## config.mk

```make
export PLATFORM = sky130hd
export DESIGN_NAME = ook_frame_serializer
export DESIGN_NICKNAME = d
export VERILOG_FILES = /design/src/rtl/ook_frame_serializer.sv
export SDC_FILE = /design/constraint.sdc
export NUM_CORES = 1
export LEC_CHECK = 0
export ABC_AREA = 1
export CAP_MARGIN = 30
export CORE_MARGIN = 5
export CORE_UTILIZATION = 45
export CTS_CLUSTER_DIAMETER = 150
export CTS_CLUSTER_SIZE = 8
export DETAILED_ROUTE_END_ITERATION = 16
export PLACE_DENSITY = 0.66
export REMOVE_ABC_BUFFERS = 1
export SYNTH_ARGS = -nofsm -noshare
export SYNTH_HDL_FRONTEND = slang
export SYNTH_SLANG_ARGS = --single-unit
```

## constraint.sdc

```tcl
create_clock -name clk -period 4.2 [get_ports clk]
set_input_delay 0.84 -clock clk [delete_from_list [all_inputs] [get_ports clk]]
set_output_delay 0.84 -clock clk [all_outputs]
set_load 0.01 [all_outputs]
```

## src/rtl/ook_frame_serializer.sv

```systemverilog
// ============================================================================
// Module   : ook_frame_serializer
// Purpose  : Serialises one {ADDR, command} word into an OOK frame
//            (sync burst, 3-chip bit cells, trailing gap).
// Revision : 1.0 - initial release
// ============================================================================
`default_nettype none

module ook_frame_serializer #(
    parameter int unsigned          TICKS_PER_CHIP = 4800,
    parameter int unsigned          ADDR_W         = 12,
    parameter logic [ADDR_W-1:0]    ADDR           = 12'hA5C,
    parameter int unsigned          SYNC_HIGH      = 2,
    parameter int unsigned          SYNC_LOW       = 4,
    parameter int unsigned          GAP_CHIPS      = 20
) (
    input  logic       clk,
    input  logic       reset,
    input  logic       start,
    input  logic [2:0] cmd,
    output logic       ook,
    output logic       busy,
    output logic       done,
    output logic       cmd_err
);

    localparam int unsigned c_WORD_W = ADDR_W + 8;
    localparam int unsigned c_TW     = (TICKS_PER_CHIP > 1) ? $clog2(TICKS_PER_CHIP) : 1;
    localparam int unsigned c_MAX_A  = (SYNC_HIGH > SYNC_LOW) ? SYNC_HIGH : SYNC_LOW;
    localparam int unsigned c_MAX_B  = (c_WORD_W > GAP_CHIPS) ? c_WORD_W : GAP_CHIPS;
    localparam int unsigned c_MAXC   = (c_MAX_A > c_MAX_B) ? c_MAX_A : c_MAX_B;
    localparam int unsigned c_CW     = $clog2(c_MAXC + 1);

    localparam logic [c_TW-1:0] c_TICK_LAST = c_TW'(TICKS_PER_CHIP - 1);
    localparam logic [c_CW-1:0] c_SH_LAST   = c_CW'(SYNC_HIGH - 1);
    localparam logic [c_CW-1:0] c_SL_LAST   = c_CW'(SYNC_LOW - 1);
    localparam logic [c_CW-1:0] c_BIT_LAST  = c_CW'(c_WORD_W - 1);
    localparam logic [c_CW-1:0] c_GAP_LAST  = c_CW'(GAP_CHIPS - 1);

    localparam logic [2:0] c_S_IDLE   = 3'd0;
    localparam logic [2:0] c_S_SYNC_H = 3'd1;
    localparam logic [2:0] c_S_SYNC_L = 3'd2;
    localparam logic [2:0] c_S_BITS   = 3'd3;
    localparam logic [2:0] c_S_GAP    = 3'd4;

    logic [2:0]          r_state, w_state_nxt;
    logic [c_TW-1:0]     r_tick,  w_tick_nxt;
    logic [c_CW-1:0]     r_cnt,   w_cnt_nxt;
    logic [1:0]          r_sub,   w_sub_nxt;
    logic [c_WORD_W-1:0] r_word,  w_word_nxt;
    logic                r_ook, r_busy, r_done, r_cmd_err;
    logic                w_ook_nxt, w_busy_nxt, w_done_nxt, w_cmd_err_nxt;
    logic                w_wrap, w_accept, w_reject;
    logic [7:0]          w_code;

    assign w_wrap   = (r_tick == c_TICK_LAST);
    assign w_code   = 8'd1 << cmd;
    assign w_accept = (r_state == c_S_IDLE) && start && (cmd <= 3'd4);
    assign w_reject = (r_state == c_S_IDLE) && start && (cmd > 3'd4);

    // State, counters and registered outputs
    always_ff @(posedge clk) begin
        if (reset) begin
            r_state   <= c_S_IDLE;
            r_tick    <= '0;
            r_cnt     <= '0;
            r_sub     <= '0;
            r_word    <= '0;
            r_ook     <= 1'b0;
            r_busy    <= 1'b0;
            r_done    <= 1'b0;
            r_cmd_err <= 1'b0;
        end else begin
            r_state   <= w_state_nxt;
            r_tick    <= w_tick_nxt;
            r_cnt     <= w_cnt_nxt;
            r_sub     <= w_sub_nxt;
            r_word    <= w_word_nxt;
            r_ook     <= w_ook_nxt;
            r_busy    <= w_busy_nxt;
            r_done    <= w_done_nxt;
            r_cmd_err <= w_cmd_err_nxt;
        end
    end

    // Indices move only on a chip-counter wrap; r_cnt is the chip index in
    // the sync/gap phases and the bit index in BITS.
    always_comb begin
        w_state_nxt = r_state;
        w_tick_nxt  = r_tick;
        w_cnt_nxt   = r_cnt;
        w_sub_nxt   = r_sub;
        w_word_nxt  = r_word;
        if (r_state != c_S_IDLE) begin
            w_tick_nxt = w_wrap ? '0 : r_tick + 1'b1;
        end
        case (r_state)
            c_S_IDLE: begin
                if (w_accept) begin
                    w_state_nxt = c_S_SYNC_H;
                    w_tick_nxt  = '0;
                    w_cnt_nxt   = '0;
                    w_sub_nxt   = '0;
                    w_word_nxt  = {ADDR, w_code};
                end
            end
            c_S_SYNC_H: begin
                if (w_wrap) begin
                    if (r_cnt == c_SH_LAST) begin
                        w_state_nxt = c_S_SYNC_L;
                        w_cnt_nxt   = '0;
                    end else begin
                        w_cnt_nxt = r_cnt + 1'b1;
                    end
                end
            end
            c_S_SYNC_L: begin
                if (w_wrap) begin
                    if (r_cnt == c_SL_LAST) begin
                        w_state_nxt = c_S_BITS;
                        w_cnt_nxt   = '0;
                        w_sub_nxt   = '0;
                    end else begin
                        w_cnt_nxt = r_cnt + 1'b1;
                    end
                end
            end
            c_S_BITS: begin
                if (w_wrap) begin
                    if (r_sub == 2'd2) begin
                        w_sub_nxt  = '0;
                        w_word_nxt = {r_word[c_WORD_W-2:0], 1'b0};
                        if (r_cnt == c_BIT_LAST) begin
                            w_cnt_nxt   = '0;
                            w_state_nxt = (GAP_CHIPS == 0) ? c_S_IDLE : c_S_GAP;
                        end else begin
                            w_cnt_nxt = r_cnt + 1'b1;
                        end
                    end else begin
                        w_sub_nxt = r_sub + 1'b1;
                    end
                end
            end
            c_S_GAP: begin
                if (w_wrap) begin
                    if (r_cnt == c_GAP_LAST) begin
                        w_state_nxt = c_S_IDLE;
                        w_cnt_nxt   = '0;
                    end else begin
                        w_cnt_nxt = r_cnt + 1'b1;
                    end
                end
            end
            default: begin
                w_state_nxt = c_S_IDLE;
            end
        endcase
    end

    // Outputs are decoded from the next state so that the registered ook
    // lines up with the chip being entered (first sync chip right after accept).
    always_comb begin
        w_ook_nxt = 1'b0;
        case (w_state_nxt)
            c_S_SYNC_H: w_ook_nxt = 1'b1;
            c_S_BITS: begin
                case (w_sub_nxt)
                    2'd0:    w_ook_nxt = 1'b1;
                    2'd1:    w_ook_nxt = w_word_nxt[c_WORD_W-1];
                    default: w_ook_nxt = 1'b0;
                endcase
            end
            default: w_ook_nxt = 1'b0;
        endcase
        w_busy_nxt    = (w_state_nxt != c_S_IDLE);
        w_done_nxt    = (r_state != c_S_IDLE) && (w_state_nxt == c_S_IDLE);
        w_cmd_err_nxt = w_reject;
    end

    assign ook     = r_ook;
    assign busy    = r_busy;
    assign done    = r_done;
    assign cmd_err = r_cmd_err;

endmodule

`default_nettype wire

```

==> impl_metrics.yaml, run 1 <==
sta:
  min_period_ns: 2.445
  tns_ns: 0
  whs_ns: 0.4853
  max_freq_ghz: 0.4089
  setup_slack_ns: 1.755
  fin_crit_sh_pct: 58.22
  fin_worst_skew_ns: 0.007337
  maxSlewViolCount: 0
  slew_headroom_pct: 69.39
  worstMarginPinSlew_ns: 0.4587
  hold_viol: 0
  grt_setup_unrepaired: "no"
  setup_viol: 0
synthesis:
  yosysUniqueCellTypes: 37
  synth_area_leaders: "dfxtp_1 37%, nand2_1 12%, nor2_1 6.7%, nand3_1 5.0%, inv_1 4.9%"
  yosys_warnings: 0
  syn_inst: 350
  yosys_register_bits: 47
  synth_top_flop_cell: "dfxtp_1"
  synth.most_common_cell: "nand2_1"
  synth_edf_count: 0
  synth_top_area_share_pct: 37.49
  avgSynthCellArea_sq_um: 7.171
  yosysTopAreaCell: "dfxtp_1"
  seq_area_frac_synth_pct: 37.49
  yosys-top-cells-count: "77 x nand2_1, 47 x dfxtp_1, 45 x nor2_1, 33 x inv_1, 25 x nand3_1"
  synthArstFlopShare_pct: 0
  syn-cell-area_sq_um: 2510
worst_setup_path:
  cp-start-kind: "primary input"
  worst-endpoint-required_ns: 4.38
  worstPathArrival_ns: 2.63
  critical_path_class: "in -> reg"
  path_max_fanout: 16
  reg2reg_from: "r_tick[0]$_SDFF_PP0_"
  r2r-end: "r_word[8]$_SDFFE_PP0P_"
  endpoint_kind: "register"
  reg2regPathDepth: 10
  r2r_setup_slack_ns: 2.26
power:
  finalPower_mw: 0.9473
  power.density_nw_per_um2: 343.3
  leakage_nw: 1.098
  vdd_drop_max_uv: 172.3
placement:
  post-place-ws_ns: 1.426
  dpl.hpwl_mm: 3.684
  dp.cells: 424
  numPortBuffers: 9
  gp_congestion: 0.8110
route:
  via_per_inst: 5.074
  routed_wl_mm: 5.115
  drt_iter0_drc: 90
  ant_nets: 0
  drc: 0
  drt_pass1_iterations: 4
  num_vias: 2192
  avgRoutedWirePerCell_microns: 11.84
global_routing:
  use_met2_pct: 25.27
  overflow: 0
  grt_pass1_wl_mm: 8.845
  grt_pass1_vias: 1991
  antenna_found_initial: 0
  use_met1_pct: 18.79
  grt_use_met3_pct: 2.944
  grt_usage_pct: 14.79
  grt.busiest_layer: "met2"
  grt_max_degree: 33
floorplanning:
  start_util_pct: 45.86
  io_pins: 10
  die_y_microns: 84.69
  row_count: 27
  core_area_sq_um: 5473
  fp.dieArea_sq_um: 7172
  die_x_microns: 84.69
clock_network:
  post-cts-setup-buffers: 0
  htreeDepth: 2
  insertion_delay_ns: 0.30
  clock_sinks: 47
  cts_tree: "done"
  numCtsBuffers: 5
  clk_pin_slew_ns: 0.08
  cts_hold_buffers: 0
  cts-root-buf: "clkbuf_8"
  clockBufferDepth: 2
  post_cts_resized: 0
layout:
  seqCellArea_sq_um: 940.9
  multi_input_area_sq_um: 1360
  syn_to_final_growth_pct: 9.920
  fill_cells: 581
  final_cells: 432
  drive_gt1_share_pct: 13.33
  antenna_cells: 0
  nNetsFinal: 368
job:
  drv_cap: 0
worst_hold_path:
  holdPathEnd: "r_word[3]$_SDFFE_PP0P_"
  holdPathStages: 2
  hp-start: "r_word[3]$_SDFFE_PP0P_"
  hp-class: "reg -> reg"
run_status:
  outcome: "completed"
metal layers:
metal / vias up / wire, microns
met4: 0 / 59
met1: 995 / 2440
met5: - / 0
met2: 26 / 2427
li1: 1165 / -
met3: 6 / 188
power breakdown:
part | switching (mW) | internal (mW) | leakage (nW) | total (mW)
Clock | 0.152 | 0.193 | 0.0612 | 0.345
Combinational | 0.0798 | 0.0431 | 0.654 | 0.123
Sequential | 0.0129 | 0.467 | 0.383 | 0.480
Total | 0.245 | 0.703 | 1.10 | 0.947
state kept, by name (all words and copies together), names as in the netlist:
| name | count |
|---|---|
| done | 1 |
| cmd_err | 1 |
| r_state | 3 |
| ook | 1 |
| busy | 1 |
| r_tick | 13 |
| r_word | 20 |
| r_sub | 2 |
| r_cnt | 5 |
logic make-up after synthesis:
family,Yosys count,share of synthesized area [%]
xor+xnor,4,1.396
simple gates,187,36.74
compound gates,61,14.56
flops,47,37.49
fa+ha+maj,3,1.496
buf+inv,48,8.325
through the flow:
step	utilization, %	instance area (sq um)
global placement	48.26	2641
detailed placement	48.26	2641
finish	50.41	2759
global route	50.41	2759
floorplan	-	2454
CTS	50.41	2759
area by class of cell:
cell class                      count  share of cell area, %
Multi-Input combinational cell    255                  49.30
Sequential cell                    47                  34.10
Inverter                           40                  5.533
Timing Repair Buffer               10                  3.537
Tap cell                           72                  3.265
Clock buffer                        6                  2.993
Clock inverter                      2                  1.270
cell usage in the layout (no fill, tap or decap), drive strengths merged:
master and instances:
nand2 82, nor2 57, dfxtp 47, inv 40, nand3 28, a21oi 23, o21ai 19, nor3 12
a31oi 10, clkdlybuf4s50 9, clkbuf 6, nand4 4, xor2 4, a211oi 3, and3 3, ha 3
o22ai 2, a21o 1, o21bai 1, nor4 1, a41oi 1, o211ai 1, clkinv 1, bufinv 1
buf 1
worst max-delay path: stages:
cell	delay, ns
clkdlybuf4s50_1	0.46
nor2_1	0.20
nor2_1	0.11
o21ai_4	0.29
nand2_4	0.10
nor2_8	0.24
inv_4	0.14
a21oi_1	0.19
nor3_2	0.05
worst max-delay path by stage:
stage | depth (start not counted) | to | slack (ns) | startpoint
2_1_floorplan | 8 | r_word[6]$_SDFFE_PP0P_ | 2.17 | cmd[0]
3_3_place_gp | 9 | r_word[9]$_SDFFE_PP0P_ | 1.49 | cmd[0]
3_5_place_dp | 9 | r_word[8]$_SDFFE_PP0P_ | 1.43 | cmd[0]
4_1_cts | 9 | r_word[8]$_SDFFE_PP0P_ | 1.74 | cmd[0]
5_1_grt | 9 | r_word[8]$_SDFFE_PP0P_ | 1.60 | cmd[0]
6_report | 9 | r_word[8]$_SDFFE_PP0P_ | 1.75 | cmd[0]
No activity file was read; power rests on OpenSTA's default activity.
==> inputs of run 2 (changes only) <==
--- a/config.mk
+++ b/config.mk
@@ -12,7 +12,7 @@
 export CTS_CLUSTER_DIAMETER = 150
 export CTS_CLUSTER_SIZE = 8
 export DETAILED_ROUTE_END_ITERATION = 16
-export PLACE_DENSITY = 0.66
+export PLACE_DENSITY = 0.68
 export REMOVE_ABC_BUFFERS = 1
 export SYNTH_ARGS = -nofsm -noshare
 export SYNTH_HDL_FRONTEND = slang
==> constraint.sdc (replaced) <==
create_clock -name clk -period 2 [get_ports clk]
set_input_delay 0.4 -clock clk [delete_from_list [all_inputs] [get_ports clk]]
set_output_delay 0.4 -clock clk [all_outputs]
set_load 0.01 [all_outputs]
==> run 2 against run 1 <==
Final cell count increased by 2.3%. Clock power increased by 77%. Sequential power increased by 110%. Total power increased by 100%. Global-route usage increased by 0.17 points. Critical endpoint is now busy$_SDFF_PP0_.
==> impl_metrics.yaml, run 2 (synthesis results as in run 1) <==
power:
  power.internal_mw: 1.356
  combinationalPowerShare_pct: 15.2
  leakage_nw: 1.139
  p_sw_mw: 0.5533
  vdd_drop_max_uv: 413.7
  pwr-share-seq_pct: 52.7
  power.density_nw_per_um2: 676.2
  swShare_pct: 28.98
  clock_power_share_pct: 32.0
clock_network:
  htreeDepth: 2
  numCtsBuffers: 5
  cts_tree: "done"
  post-cts-setup-buffers: 0
  post_cts_resized: 0
  clk_pin_slew_ns: 0.10
  clockBufferDepth: 2
  cts_hold_buffers: 0
  clock_sinks: 47
  cts-root-buf: "clkbuf_8"
  insertion_delay_ns: 0.31
layout:
  drive_gt1_share_pct: 15.68
  reg_top3: "r_word x20, r_tick x13, r_cnt x5"
  syn_to_final_growth_pct: 12.51
  final_util_pct: 51.60
  largest_register: "r_word"
  largest_reg_flops: 20
  postLayoutCellArea_sq_um: 2824
  final_common_cell: "nand2_1"
  final_cell_mix: "77 x nand2_1, 47 x dfxtp_1, 45 x nor2_1"
  nNetsFinal: 378
  antenna_cells: 0
worst_setup_path:
  worstPathCellList: "ha_1 > nand3_4 > nor2_8 > nand3_4 > nor2_1 > o21ai_0 > nor2_1 > nand2_1 > nor2_1 > nor2_1"
  slowest_stage: "dfxtp_1"
  worstPathArrival_ns: 1.98
  r2r_setup_slack_ns: 0.22
  critical_path_class: "reg -> reg"
  r2r-end: "busy$_SDFF_PP0_"
  reg2regPathDepth: 10
  crit_top_cell: "nor2_1"
  crit_family: "simple AND/OR/NAND/NOR gates"
  worst-endpoint-required_ns: 2.20
  cp-start-kind: "register"
  path_max_fanout: 7
  endpoint_kind: "register"
  reg2reg_from: "r_tick[0]$_SDFF_PP0_"
  cp_num_buf_inv: 0
  slowest_delay_ns: 0.38
sta:
  max_freq_ghz: 0.5627
  grt_setup_unrepaired: "no"
  slew_headroom_pct: 68.19
  hold_viol: 0
  maxSlewViolCount: 0
  setup_viol: 0
  fin_worst_skew_ns: 0.01301
  min_period_ns: 1.777
  fin_crit_sh_pct: 88.86
  setup_slack_ns: 0.2227
  whs_ns: 0.4713
  worstMarginPinSlew_ns: 0.4767
run_status:
  outcome: "completed"
route:
  via_per_inst: 5.147
  routed_wl_mm: 5.184
  drt_pass1_iterations: 4
  drt_iter0_drc: 112
  drc: 0
  num_vias: 2275
  ant_nets: 0
  avgRoutedWirePerCell_microns: 11.73
worst_hold_path:
  holdPathEnd: "r_word[0]$_SDFFE_PP0P_"
  hp-start: "r_word[0]$_SDFFE_PP0P_"
  holdPathStages: 2
  hp-class: "reg -> reg"
global_routing:
  grt_pass1_wl_mm: 9.032
  grt_usage_pct: 14.96
  grt_max_degree: 32
  grt_pass1_vias: 2102
  antenna_found_initial: 0
  use_met2_pct: 25.41
  grt_use_met3_pct: 3.435
  overflow: 0
  use_met1_pct: 18.24
  grt.busiest_layer: "met2"
floorplanning:
  start_util_pct: 45.86
  row_count: 27
  fp.dieArea_sq_um: 7172
  io_pins: 10
  die_x_microns: 84.69
  die_y_microns: 84.69
  core_area_sq_um: 5473
placement:
  gp_congestion: 0.8064
  post_dp_cell_area_sq_um: 2729
  dpl.hpwl_mm: 3.696
  post-place-ws_ns: -0.01891
  numPortBuffers: 9
job:
  drv_cap: 0
-- run 2: cell count changes in the layout (fill, tap and decap cells not counted) --
| cell | previous run | this run |
|---|---|---|
| clkinv_4 | 0 | 1 |
| buf_12 | 0 | 1 |
| inv_6 | 0 | 2 |
| clkinv_2 | 1 | 0 |
| buf_4 | 1 | 10 |
| bufinv_16 | 1 | 0 |
| clkbuf_8 | 6 | 5 |
-- run 2: worst max-delay path by stage --
stage                              start                 endpoint  slack (ns)  cells past startpoint
finish              r_tick[0]$_SDFF_PP0_          busy$_SDFF_PP0_        0.22                     10
CTS                 r_tick[0]$_SDFF_PP0_  r_word[17]$_SDFFE_PP0P_        0.21                     10
global route        r_tick[0]$_SDFF_PP0_          busy$_SDFF_PP0_        0.01                     10
global placement                  cmd[2]     r_tick[5]$_SDFF_PP0_        0.05                      8
floorplan           r_tick[0]$_SDFF_PP0_   r_word[6]$_SDFFE_PP0P_        0.30                     10
detailed placement                cmd[2]     r_tick[5]$_SDFF_PP0_       -0.02                      8
-- run 2: area by class of cell --
| type | count | area [sq um] |
|---|---|---|
| Clock buffer | 5 | 68.82 |
| Clock inverter | 3 | 26.28 |
| Fill cell | 549 | 2649 |
| Inverter | 40 | 152.6 |
| Multi-Input combinational cell | 255 | 1360 |
| Sequential cell | 47 | 940.9 |
| Tap cell | 72 | 90.09 |
| Timing Repair Buffer | 20 | 185.2 |
-- run 2: routing by layer --
metal  vias to the layer above  part of all wire (%)
li1                       1187                     -
met1                      1034                    47
met2                        42                    47
met3                        12                   3.6
met4                         0                   2.2
met5                         -                     0
-- run 2: per-stage QoR --
stage / power [mW] / TNS, ns / instances
6_report: 1.909 / 0 / 442
5_1_grt: 2.018 / 0 / 442
2_1_floorplan: 1.209 / 0 / 342
4_1_cts: 1.939 / 0 / 442
3_3_place_gp: 1.316 / 0 / 434
3_5_place_dp: 1.322 / -0.03219 / 434
-- run 2: power groups by stage --
stage | logic [mW] | registers, mW | clock network (mW)
detailed placement | 0.292 | 1.03 | 0
global placement | 0.288 | 1.03 | 0
global route | 0.326 | 1.01 | 0.679
floorplan | 0.183 | 1.03 | 0
CTS | 0.293 | 1.01 | 0.639
finish | 0.291 | 1.01 | 0.612
-- run 2: tightest hold or removal path, cell delays in order, from the launching register on --
cell and delay [ns]:
dfxtp_1 0.32, nand2_1 0.06, a21oi_1 0.05
